$ cat config.mk
export PLATFORM = sky130hd
export DESIGN_NAME = mprc_wb_line_reader
export DESIGN_NICKNAME = d
export VERILOG_FILES = /design/src/rtl/mprc_dcache_pkg.sv /design/src/rtl/mprc_wb_row_fifo.sv /design/src/rtl/mprc_wb_line_reader.sv
export SDC_FILE = /design/constraint.sdc
export NUM_CORES = 1
export LEC_CHECK = 0
export BUFFER_PORTS_ARGS = -buffer_cell sky130_fd_sc_hd__buf_2
export CORE_AREA = 2 2 281 283
export CTS_CLUSTER_SIZE = 14
export DETAILED_ROUTE_END_ITERATION = 16
export DIE_AREA = 0 0 283 285
export GPL_TIMING_DRIVEN = 1
export PLACE_DENSITY = 0.48
export SETUP_SLACK_MARGIN = 0.2
export SYNTH_ARGS = -nofsm -noshare
export SYNTH_HDL_FRONTEND = slang
export SYNTH_SLANG_ARGS = --single-unit
$ cat constraint.sdc
create_clock -name clk -period 18.55 [get_ports clk]
set_clock_uncertainty 0.1 [all_clocks]
set_input_delay 3.71 -clock clk [delete_from_list [all_inputs] [get_ports clk]]
set_output_delay 3.71 -clock clk [all_outputs]
set_load 0.1 [all_outputs]
$ cat src/rtl/mprc_dcache_pkg.sv
// Shared D-cache geometry and writeback-reader state encoding.
// Also holds the victim-way select helper.
package mprc_dcache_pkg;

    localparam int ROW_BITS      = 128;
    localparam int ROWS_PER_LINE = 4;
    localparam int IDX_BITS      = 6;
    localparam int TAG_BITS      = 20;
    localparam int ROW_OFF_BITS  = 4;
    localparam int NWAYS         = 4;
    localparam int ROW_SEL_BITS  = $clog2(ROWS_PER_LINE);
    localparam int ADDR_BITS     = IDX_BITS + ROW_SEL_BITS + ROW_OFF_BITS;

    typedef enum logic {
        WB_IDLE   = 1'b0,
        WB_ACTIVE = 1'b1
    } wb_state_e;

    // Index of the lowest set bit; a malformed (non one-hot) way_en still selects deterministically.
    function automatic logic [1:0] lowest_way(input logic [NWAYS-1:0] way_en);
        lowest_way = 2'd0;
        for (int unsigned i = 0; i < NWAYS; i++) begin
            if (way_en[NWAYS-1-i]) lowest_way = 2'(NWAYS-1-i);
        end
    endfunction

endpackage

$ cat src/rtl/mprc_wb_row_fifo.sv
// Small synchronous row buffer between data-array capture and the release channel.
// Head entry is presented combinationally; reset flushes all pointers.
module mprc_wb_row_fifo #(
    parameter int DEPTH = 3,
    parameter int WIDTH = 128
) (
    input  logic                         clk,
    input  logic                         reset,
    input  logic                         push,
    input  logic [WIDTH-1:0]             push_data,
    input  logic                         pop,
    output logic [WIDTH-1:0]             head,
    output logic [$clog2(DEPTH+1)-1:0]   count
);

    localparam int PTR_W = (DEPTH > 1) ? $clog2(DEPTH) : 1;

    logic [WIDTH-1:0] mem [DEPTH];
    logic [PTR_W-1:0] wr_ptr;
    logic [PTR_W-1:0] rd_ptr;

    function automatic logic [PTR_W-1:0] ptr_inc(input logic [PTR_W-1:0] p);
        ptr_inc = (p == PTR_W'(DEPTH - 1)) ? '0 : p + PTR_W'(1);
    endfunction

    always_ff @(posedge clk) begin
        if (reset) begin
            wr_ptr <= '0;
            rd_ptr <= '0;
            count  <= '0;
        end else begin
            if (push) wr_ptr <= ptr_inc(wr_ptr);
            if (pop)  rd_ptr <= ptr_inc(rd_ptr);
            case ({push, pop})
                2'b10:   count <= count + 1'b1;
                2'b01:   count <= count - 1'b1;
                default: count <= count;
            endcase
        end
    end

    always_ff @(posedge clk) begin
        if (push) mem[wr_ptr] <= push_data;
    end

    assign head = mem[rd_ptr];

endmodule

$ cat src/rtl/mprc_wb_line_reader.sv
// Writeback line reader: reads a victim line row by row from the data array
// and streams it as release beats through a small row buffer.
module mprc_wb_line_reader
    import mprc_dcache_pkg::*;
#(
    parameter int FIFO_DEPTH = 3
) (
    input  logic                 clk,
    input  logic                 reset,
    input  logic                 io_req_valid,
    output logic                 io_req_ready,
    input  logic [5:0]           io_req_bits_idx,
    input  logic [3:0]           io_req_bits_way_en,
    input  logic [19:0]          io_req_bits_tag,
    output logic                 io_data_req_valid,
    input  logic                 io_data_req_ready,
    output logic [3:0]           io_data_req_bits_way_en,
    output logic [11:0]          io_data_req_bits_addr,
    input  logic [127:0]         io_data_resp_0,
    input  logic [127:0]         io_data_resp_1,
    input  logic [127:0]         io_data_resp_2,
    input  logic [127:0]         io_data_resp_3,
    output logic                 io_release_valid,
    input  logic                 io_release_ready,
    output logic [127:0]         io_release_bits_data,
    output logic [1:0]           io_release_bits_beat,
    output logic                 io_release_bits_last,
    output logic [19:0]          io_release_bits_tag,
    output logic                 io_busy
);

    localparam int CNT_W = $clog2(FIFO_DEPTH + 1);

    wb_state_e             state, state_nxt;
    logic [2:0]            rd_cnt, wr_cnt;
    logic                  inflight;
    logic [IDX_BITS-1:0]   idx_q;
    logic [NWAYS-1:0]      way_q;
    logic [TAG_BITS-1:0]   tag_q;
    logic                  req_fire, rd_fire, rel_fire;
    logic [CNT_W-1:0]      fifo_cnt;
    logic [CNT_W:0]        occupancy;
    logic [ROW_BITS-1:0]   resp_sel;

    assign req_fire  = io_req_valid & io_req_ready;
    assign rd_fire   = io_data_req_valid & io_data_req_ready;
    assign rel_fire  = io_release_valid & io_release_ready;
    // Rows already buffered plus the one still on its way back from the array.
    assign occupancy = {1'b0, fifo_cnt} + {{CNT_W{1'b0}}, inflight};

    always_ff @(posedge clk) begin
        if (reset) begin
            state    <= WB_IDLE;
            rd_cnt   <= '0;
            wr_cnt   <= '0;
            inflight <= 1'b0;
            idx_q    <= '0;
            way_q    <= '0;
            tag_q    <= '0;
        end else begin
            state    <= state_nxt;
            inflight <= rd_fire;
            if (req_fire) begin
                idx_q  <= io_req_bits_idx;
                way_q  <= io_req_bits_way_en;
                tag_q  <= io_req_bits_tag;
                rd_cnt <= '0;
                wr_cnt <= '0;
            end else begin
                if (rd_fire)  rd_cnt <= rd_cnt + 3'd1;
                if (rel_fire) wr_cnt <= wr_cnt + 3'd1;
            end
        end
    end

    always_comb begin
        state_nxt         = state;
        io_req_ready      = 1'b0;
        io_busy           = 1'b0;
        io_data_req_valid = 1'b0;
        case (state)
            WB_IDLE: begin
                io_req_ready = 1'b1;
                if (io_req_valid) state_nxt = WB_ACTIVE;
            end
            WB_ACTIVE: begin
                io_busy           = 1'b1;
                io_data_req_valid = (rd_cnt < 3'(ROWS_PER_LINE)) &&
                                    (occupancy < (CNT_W+1)'(FIFO_DEPTH));
                if (rel_fire && io_release_bits_last) state_nxt = WB_IDLE;
            end
            default: state_nxt = WB_IDLE;
        endcase
    end

    always_comb begin
        resp_sel = io_data_resp_0;
        case (lowest_way(way_q))
            2'd0:    resp_sel = io_data_resp_0;
            2'd1:    resp_sel = io_data_resp_1;
            2'd2:    resp_sel = io_data_resp_2;
            default: resp_sel = io_data_resp_3;
        endcase
    end

    assign io_data_req_bits_way_en = way_q;
    assign io_data_req_bits_addr   = {idx_q, rd_cnt[ROW_SEL_BITS-1:0], {ROW_OFF_BITS{1'b0}}};

    mprc_wb_row_fifo #(
        .DEPTH (FIFO_DEPTH),
        .WIDTH (ROW_BITS)
    ) u_row_fifo (
        .clk       (clk),
        .reset     (reset),
        .push      (inflight),
        .push_data (resp_sel),
        .pop       (rel_fire),
        .head      (io_release_bits_data),
        .count     (fifo_cnt)
    );

    assign io_release_valid     = (fifo_cnt != '0);
    assign io_release_bits_beat = wr_cnt[1:0];
    assign io_release_bits_last = (wr_cnt == 3'(ROWS_PER_LINE - 1));
    assign io_release_bits_tag  = tag_q;

    a_way_onehot: assert property (@(posedge clk) disable iff (reset)
        req_fire |-> $onehot(io_req_bits_way_en));

endmodule

# After elaboration in Yosys (flattened, before gate mapping)
# Memory sizes are Yosys's and may differ from the RTL's. A register that Yosys moved wholly into a read port is not among the register bits.
# Index checks and enable logic that the tools add are counted.
# word_totals
reg_bits	44
ram_bits	384
in_bits	547
wordCells	55
memories	1
# classes
n_addsub	7
magnitude_cmp	2
eq_ne	7
n_mux	18
bitwise	4
n_reduce_logical	6
# memory_table
memory	words	word_bits	read_ports	rd_clocked_by_memory_dff	wr	line	text
u_row_fifo.mem	3	128	1	1	1	mprc_wb_row_fifo.sv:18	logic [WIDTH-1:0] mem [DEPTH];
# ops
op	n
128-bit case mux with 3 select lines	1
2-bit two-way mux	8
2-bit == test, second input constant	4
1-bit two-way mux	7
2-bit by 1-bit adder with 2-bit output, second input constant	3
3-bit by 1-bit adder with 3-bit output, second input constant	2
2-bit by 1-bit == test with 1-bit output, second input constant	2
2-bit case mux with 2 select lines	1
2-bit nonzero test	2
2-bit by 1-bit adder with 3-bit output	1
1-bit AND	3
3-bit by 2-bit == test with 1-bit output, second input constant	1
3-bit by 2-bit < comparator with 1-bit output, second input constant	1
3-bit < comparator, second input constant	1
1-bit logical AND	2
2-bit logical NOT	1
1-bit case mux with 2 select lines	1
2-bit OR reduction	1
2-bit by 1-bit subtractor with 2-bit output, second input constant	1
1-bit inverter	1

# Depth between registers and ports, before layout
# Gate-level depths: netlist (run 1).
# logic_depth
depth_word	6
ltp_mapped	9
depth_no_buf	6

# Hierarchy
# Synthesis (run 1) repeated with hierarchy kept, for this count alone.
# hier_totals
hier_cells	1893
hier_area_um2	20784.9
# modules_own_cells
module	n_inst	cells_per_inst	area_each_um2	seq_area_each_um2
mprc_wb_row_fifo	1	841	14624.0	11691.2
mprc_wb_line_reader	1	1052	6160.9	760.7

# Worst setup path after synthesis (run 1)
# OpenSTA, ideal clock, no wires.
# synth_timing
path_kind	flip-flop to flip-flop
from	reg inflight
to	mem u_row_fifo.mem[0][0] (enable)
setup_ps	775
t_arrival_ps	9175
slack_ps	8500
path_stages_with_launch	3
n_path_buf	0
cell_sequence	dfxtp_1 inv_1 nor3_1
# synth_via
elab_chain_len	2
# synth_lines
element	line	text
start, declared	mprc_wb_line_reader.sv:36	logic inflight;
start signal, assigned	mprc_wb_line_reader.sv:62	inflight <= rd_fire;
1-bit two-way mux	mprc_wb_row_fifo.sv:43	if (push) mem[wr_ptr] <= push_data;
1-bit two-way mux (not written as such)	mprc_wb_row_fifo.sv:43	
end, declared	mprc_wb_row_fifo.sv:18	
# Every way passes these cells.

==> reports/qor.csv, run 1 <==
stage;metric;value;unit
setup_path;startpoint_type;flip-flop;
sta;setup_ws;10660;ps
synth;synth-compound-area-share;0.166;
placement;place.port_buffers;713;
layout;synthToLayoutAreaGrowth;29.4;%
route;drt_iter0_drc;1013;
synth;synthTopCellsByCount;edfxtp_1 (384), nand2_1 (322), a21oi_1 (207), nor2_1 (144), inv_1 (132);
clocking;clock_sinks;430;
setup_path;critical_path.cell_chain;buf_4, buf_4, mux2i_1, o21ai_0, buf_2;
sta;hold_ws;351;ps
setup_path;worst-setup-path-type;flip-flop to output pin;
setup_path;cp_slowest_cell;dfxtp_4;
clocking;htreeDepth;2;
setup_path;cp_common_cell;buf_4;
clocking;clk-insertion-delay-late;570;ps
floorplan;start_util;0.261;
route;dr.pass1.iters;5;
route;wl;81.6;mm
sta;max_slew_margin;0.216;
grt;grt-ovfl-total;0;
sta;tightest_slew;1170;ps
synth;yosys.area_share.simple;0.0908;
synth;synth_top_area_share;0.567;
setup_path;crit_required;14740;ps
setup_path;critical_path_arrival;4080;ps
synth;synth_edf_count;384;
synth;synth.area.mux_share;0.0635;
status;status;finished, final reports clean;
run;cap_viol_max_count;0;
synth;synth_area;0.0203;mm2
setup_path;worst-r2r-cell-count;5;
synth;yosysMostFrequentCell;edfxtp_1;
layout;nets;3084;
synth;synth_warnings;0;
synth;synth_area_leader_cell;edfxtp_1;
sta;finalCriticalPeriod;7890;ps
synth;postSynthCellCount;1894;
sta;finalCritPeriodShare;0.425;
worst_hold_path;min_from;io_release_bits_tag[14]$_SDFFE_PP0P_;
grt;grt_pass1_vias;17500;
setup_path;slowest_delay;880;ps
sta;hold_violations;0;
setup_path;crit_path_max_fanout;44;
power;power_density;102;mW/mm2
placement;place_ws;11130;ps
sta;setup_viol_count_final;0;
setup_path;reg2reg_from;io_data_req_bits_way_en[1]$_SDFFE_PP0P_;
worst_hold_path;whs_path_depth;2;
setup_path;critPathBufInv;3;
clocking;cts-resized-gates;0;
power;power.leakage;10.3;nW
clocking;cts_tree;done;
setup_path;reg2reg_slack;14840;ps
clocking;numCtsBuffers;50;
setup_path;crit_path_end_kind;output pin;
synth;postSynth.asyncResetShare;0;
synth;synth_top_family_by_area;compound AO/OA/AOI/OAI gates;
floorplan;die-height;285;um
grt;antenna_found_initial;3;
synth;synthXorXnorAreaFrac;0.00172;
worst_hold_path;hold_end;io_release_bits_tag[14]$_SDFFE_PP0P_;
clocking;post-cts-setup-buffers;0;
setup_path;crit_family;buffers and inverters;
route;ant_nets;0;
floorplan;die_area;0.0807;mm2
worst_hold_path;hold_class;flip-flop to flip-flop;
placement;dp_hpwl;59.3;mm
floorplan;die_w;283;um
grt;grt_pass1_wl;116;mm
placement;post_dp_cell_area;0.0247;mm2
grt;grtUsageTotal;0.194;
sta;clock.fmax;127;MHz
layout;utilization;0.338;
route;dr_total_vias;17400;
sta;slew_violations;0;
placement;place_congestion;0.974;
clocking;clkTransAtPathRegs;60;ps
setup_path;reg2reg_to;u_row_fifo.mem[2][49]$_DFFE_PP_;
synth;ys_ff_latch;430;
clocking;cts-root-buf;clkbuf_16;
synth;ys.flop_type;edfxtp_1;
floorplan;design.core.area;0.0780;mm2
synth;ys_top_cells_by_area;edfxtp_1 (57%), mux2i_1 (6.3%), nand2_1 (5.9%);
route;drc;0;
power;ir_worst_vdd;0.0600;mV
grt;grt_max_degree;109;
floorplan;std_cell_rows;103;
sta;rsz0062_at_grt;false;
route;avgViaCountPerCell;4.80;
synth;syn_avg_cell_area;10.7;um2
sta;tns;0;ps
synth;synthAdderAreaFrac;0.00369;
layout;drive_gt1_frac;0.322;
route;routedWlPerCell;22.5;um
floorplan;io_pins;718;
clocking;holdBufCountCts;0;
clocking;ctsLongestPathBuffers;3;
synth;seq_area_frac_synth;0.612;
layout;fin_area;0.0263;mm2
synth;synth.distinct_cells;30;
-- through the flow --
step           instances  power (W)
2_1_floorplan       1897    0.00156
4_1_cts             3621    0.00272
5_1_grt             3622    0.00278
3_3_place_gp        3529    0.00176
3_5_place_dp        3529    0.00176
6_report            3622    0.00268
-- state kept, by name, summed over array words and instances, names as in the netlist, named ones only --
| signal | flops |
|---|---|
| u_row_fifo.count | 2 |
| state | 1 |
| wr_cnt | 3 |
| inflight | 1 |
| u_row_fifo.wr_ptr | 2 |
| u_row_fifo.rd_ptr | 2 |
| io_release_bits_tag | 20 |
| u_row_fifo.mem | 384 |
| idx_q | 6 |
| rd_cnt | 3 |
| io_data_req_bits_way_en | 4 |
-- power breakdown --
group          switching (W)  total (W)  internal, W
logic               0.000465   0.000613     0.000148
registers          0.0000204    0.00112      0.00110
clock network       0.000388   0.000944     0.000557
-- worst max-delay path by stage --
| stage | endpoint | slack, ps | cells after the start |
|---|---|---|---|
| 6_report | io_release_bits_data[76] | 10660 | 5 |
| 5_1_grt | io_release_bits_data[76] | 10360 | 5 |
| 4_1_cts | io_release_bits_data[76] | 10490 | 5 |
| 3_5_place_dp | io_release_bits_data[76] | 11130 | 5 |
| 3_3_place_gp | io_release_bits_data[83] | 11200 | 5 |
| 2_1_floorplan | u_row_fifo.mem[0][0]$_DFFE_PP_ | 8500 | 2 |
-- cell type report --
| type | count | area (um2) |
|---|---|---|
| flip-flops and latches | 430 | 12500 |
| fillers | 8079 | 51600 |
| well taps | 1050 | 1310 |
| clock buffers | 63 | 1310 |
| clock inverters | 29 | 270 |
| diodes | 1 | 2.50 |
| inverters | 132 | 495 |
| multi-input cells | 1177 | 6690 |
| repair buffers | 740 | 3770 |
-- logic make-up after synthesis --
logic type	Yosys count
and+or+nand+nor	480
DFF	430
xor gates and xnor gates	4
other	1
adders and majority gates	6
buffers and inverters	290
muxes	129
AOI/OAI and AO/OA	554
-- worst reg2reg max path: stages, from the launching register on --
cell and delay (ps):
dfxtp_4 650, buf_4 550, nor2b_4 630, buf_4 500, nand2_1 180, a21oi_1 770
-- cell usage in the layout, fill, tap and decap left out, types with 2 or more instances in the layout --
cell type   instances
nor2b_4             2
clkinv_2            9
inv_1             132
or2_2               2
nor3_1              2
clkinvlp_4          4
a211oi_1           88
clkbuf_1           12
nor2_1            141
nor3b_1             2
clkinv_1            7
conb_1              4
nand2_1           321
ha_1                6
xnor2_1             2
dfxtp_1            41
buf_2             713
o22ai_1            41
edfxtp_1          384
xor2_1              2
a211o_1            87
clkbuf_16          50
a21oi_1           207
o21ai_0           129
inv_6               2
nor2_4              3
dfxtp_4             5
bufinv_16           4
mux2i_1           129
buf_4              27
-- per-layer routing --
metal  GRT usage  vias to the layer above  share of wire  routed length, um
li1            -                     8050              -                  -
met1       0.236                     8474           0.41              33300
met2       0.336                      733           0.49              40000
met3      0.0478                      107          0.072               5910
met4      0.0636                        4          0.030               2410
met5           0                        -        0.00028                 23
Note: power is estimated with default switching activity, not from simulation.
==> inputs of run 2 (changes only) <==
PLACE_DENSITY = 0.5   (was 0.48)
clock period = 6.55 ns   (was 18.55 ns; I/O delays follow)
==> run 2 against run 1 <==
Against the previous run: critical path type unchanged; sequential share of layout area shrank 0.25 points; clock power rose to 3.0 times the previous value; register-to-register slack got worse by 12000 ps; die area is the same; clock-buffer cell count down 3; combinational power increased to 2.9 times the previous value; first-iteration DRC count grew 11%; core utilization up 0.18 points; sequential cell count stayed put; via count is 0.84% lower.
==> reports/qor.csv, run 2 (same netlist as run 1, synthesis figures left out) <==
stage;metric;value;unit
route;dr.pass1.iters;5;
worst_hold_path;hold_class;flip-flop to flip-flop;
setup_path;cp_slowest_cell;dfxtp_4;
setup_path;critPathBufInv;2;
setup_path;worst-setup-path-type;flip-flop to output pin;
clocking;cts-resized-gates;0;
grt;grt_max_degree;105;
grt;grt-ovfl-total;0;
layout;synthToLayoutAreaGrowth;30.1;%
sta;setup_viol_count_final;0;
floorplan;io_pins;718;
route;ant_nets;0;
sta;rsz0062_at_grt;false;
sta;setup_ws;1930;ps
grt;antenna_found_initial;10;
clocking;cts_tree;done;
setup_path;critical_path_arrival;3210;ps
layout;drive_gt1_frac;0.325;
sta;slew_violations;0;
setup_path;crit_required;5140;ps
clocking;ctsLongestPathBuffers;3;
route;dr_total_vias;17200;
power;power_density;293;mW/mm2
power;power.leakage;10.4;nW
status;status;finished, final reports clean;
route;routedWlPerCell;21.7;um
sta;finalCritPeriodShare;0.705;
floorplan;std_cell_rows;103;
worst_hold_path;whs_path_depth;2;
route;avgViaCountPerCell;4.75;
sta;finalCriticalPeriod;4620;ps
clocking;clock_sinks;430;
sta;tns;0;ps
setup_path;crit_family;buffers and inverters;
setup_path;startpoint_type;flip-flop;
layout;fin_area;0.0265;mm2
clocking;clkTransAtPathRegs;60;ps
floorplan;die_area;0.0807;mm2
clocking;numCtsBuffers;50;
grt;grt_pass1_wl;113;mm
sta;max_slew_margin;0.185;
placement;place_ws;2450;ps
layout;largest_reg_flops;384;
sta;clock.fmax;217;MHz
power;total_power;0.00774;W
setup_path;critical_path.cell_chain;buf_4, mux2i_1, o21ai_0, buf_2;
placement;dp_hpwl;57.1;mm
route;wl;78.9;mm
setup_path;crit_path_max_fanout;45;
floorplan;die_w;283;um
sta;tightest_slew;1220;ps
run;cap_viol_max_count;0;
layout;nets;3087;
layout;final_cell_mix;buf_2 (713), edfxtp_1 (384), nand2_1 (321);
grt;grtUsageTotal;0.187;
layout;instances_no_fill;3628;
route;drt_iter0_drc;1127;
clocking;cts-root-buf;clkbuf_16;
placement;place_congestion;1.01;
clocking;htreeDepth;2;
floorplan;die-height;285;um
route;drc;0;
setup_path;worst-r2r-cell-count;5;
floorplan;start_util;0.261;
placement;place.port_buffers;713;
clocking;post-cts-setup-buffers;0;
power;ir_worst_vdd;0.189;mV
clocking;clk-insertion-delay-late;580;ps
clocking;holdBufCountCts;0;
setup_path;slowest_delay;930;ps
layout;final_common_cell;buf_2;
setup_path;cp.depth;4;
placement;dp.cells;3532;
layout;largest-register;u_row_fifo.mem;
sta;hold_violations;0;
placement;post_dp_cell_area;0.0248;mm2
layout;nFillCells;8013;
setup_path;crit_path_end_kind;output pin;
grt;grt_pass1_vias;17200;
floorplan;design.core.area;0.0780;mm2
## run 2: metal layers
layer	global-route usage	vias to the layer above	routed length, um
met4	0.0580	6	2130
met2	0.321	742	38300
met1	0.236	8310	32900
li1	-	8057	-
met3	0.0404	107	5470
met5	0	-	41
## run 2: path summary, 6_finish.rpt
| kind | from | to | slack, ps |
|---|---|---|---|
| worst max-delay path | flip-flop | io_release_bits_data[107] | 1930 |
| worst min-delay path | io_release_bits_tag[19]$_SDFFE_PP0P_ | io_release_bits_tag[19]$_SDFFE_PP0P_ | 350 |
| worst max register to register | io_data_req_bits_way_en[1]$_SDFFE_PP0P_ | u_row_fifo.mem[1][8]$_DFFE_PP_ | 3210 |
| worst min register to register | io_release_bits_tag[19]$_SDFFE_PP0P_ | io_release_bits_tag[19]$_SDFFE_PP0P_ | 350 |
## run 2: report_power, final
| group | internal (W) | switching [W] | total (W) |
|---|---|---|---|
| Sequential | 0.00312 | 0.0000486 | 0.00317 |
| Clock | 0.00169 | 0.00112 | 0.00281 |
| Combinational | 0.000422 | 0.00134 | 0.00176 |
| Total | 0.00524 | 0.00251 | 0.00774 |
## run 2: tightest hold or removal path, cell delays in order, from the launching register on
cell and delay (ps):
dfxtp_1 300, nand2_1 50, a21oi_1 60
## run 2: layout make-up
class                   instances  area [um2]  share of cell area
diodes                          3        7.51            0.000284
clock buffers                  60        1300              0.0491
clock inverters                33         363              0.0137
inverters                     132         495              0.0187
multi-input cells            1177        6690               0.253
flip-flops and latches        430       12500               0.471
well taps                    1050        1310              0.0497
repair buffers                743        3820               0.144
## run 2: through the flow
stage	hold slack, ps	utilization
floorplan	338	-
global placement	340	0.318
detailed placement	346	0.318
CTS	354	0.339
global route	375	0.339
finish	355	0.339
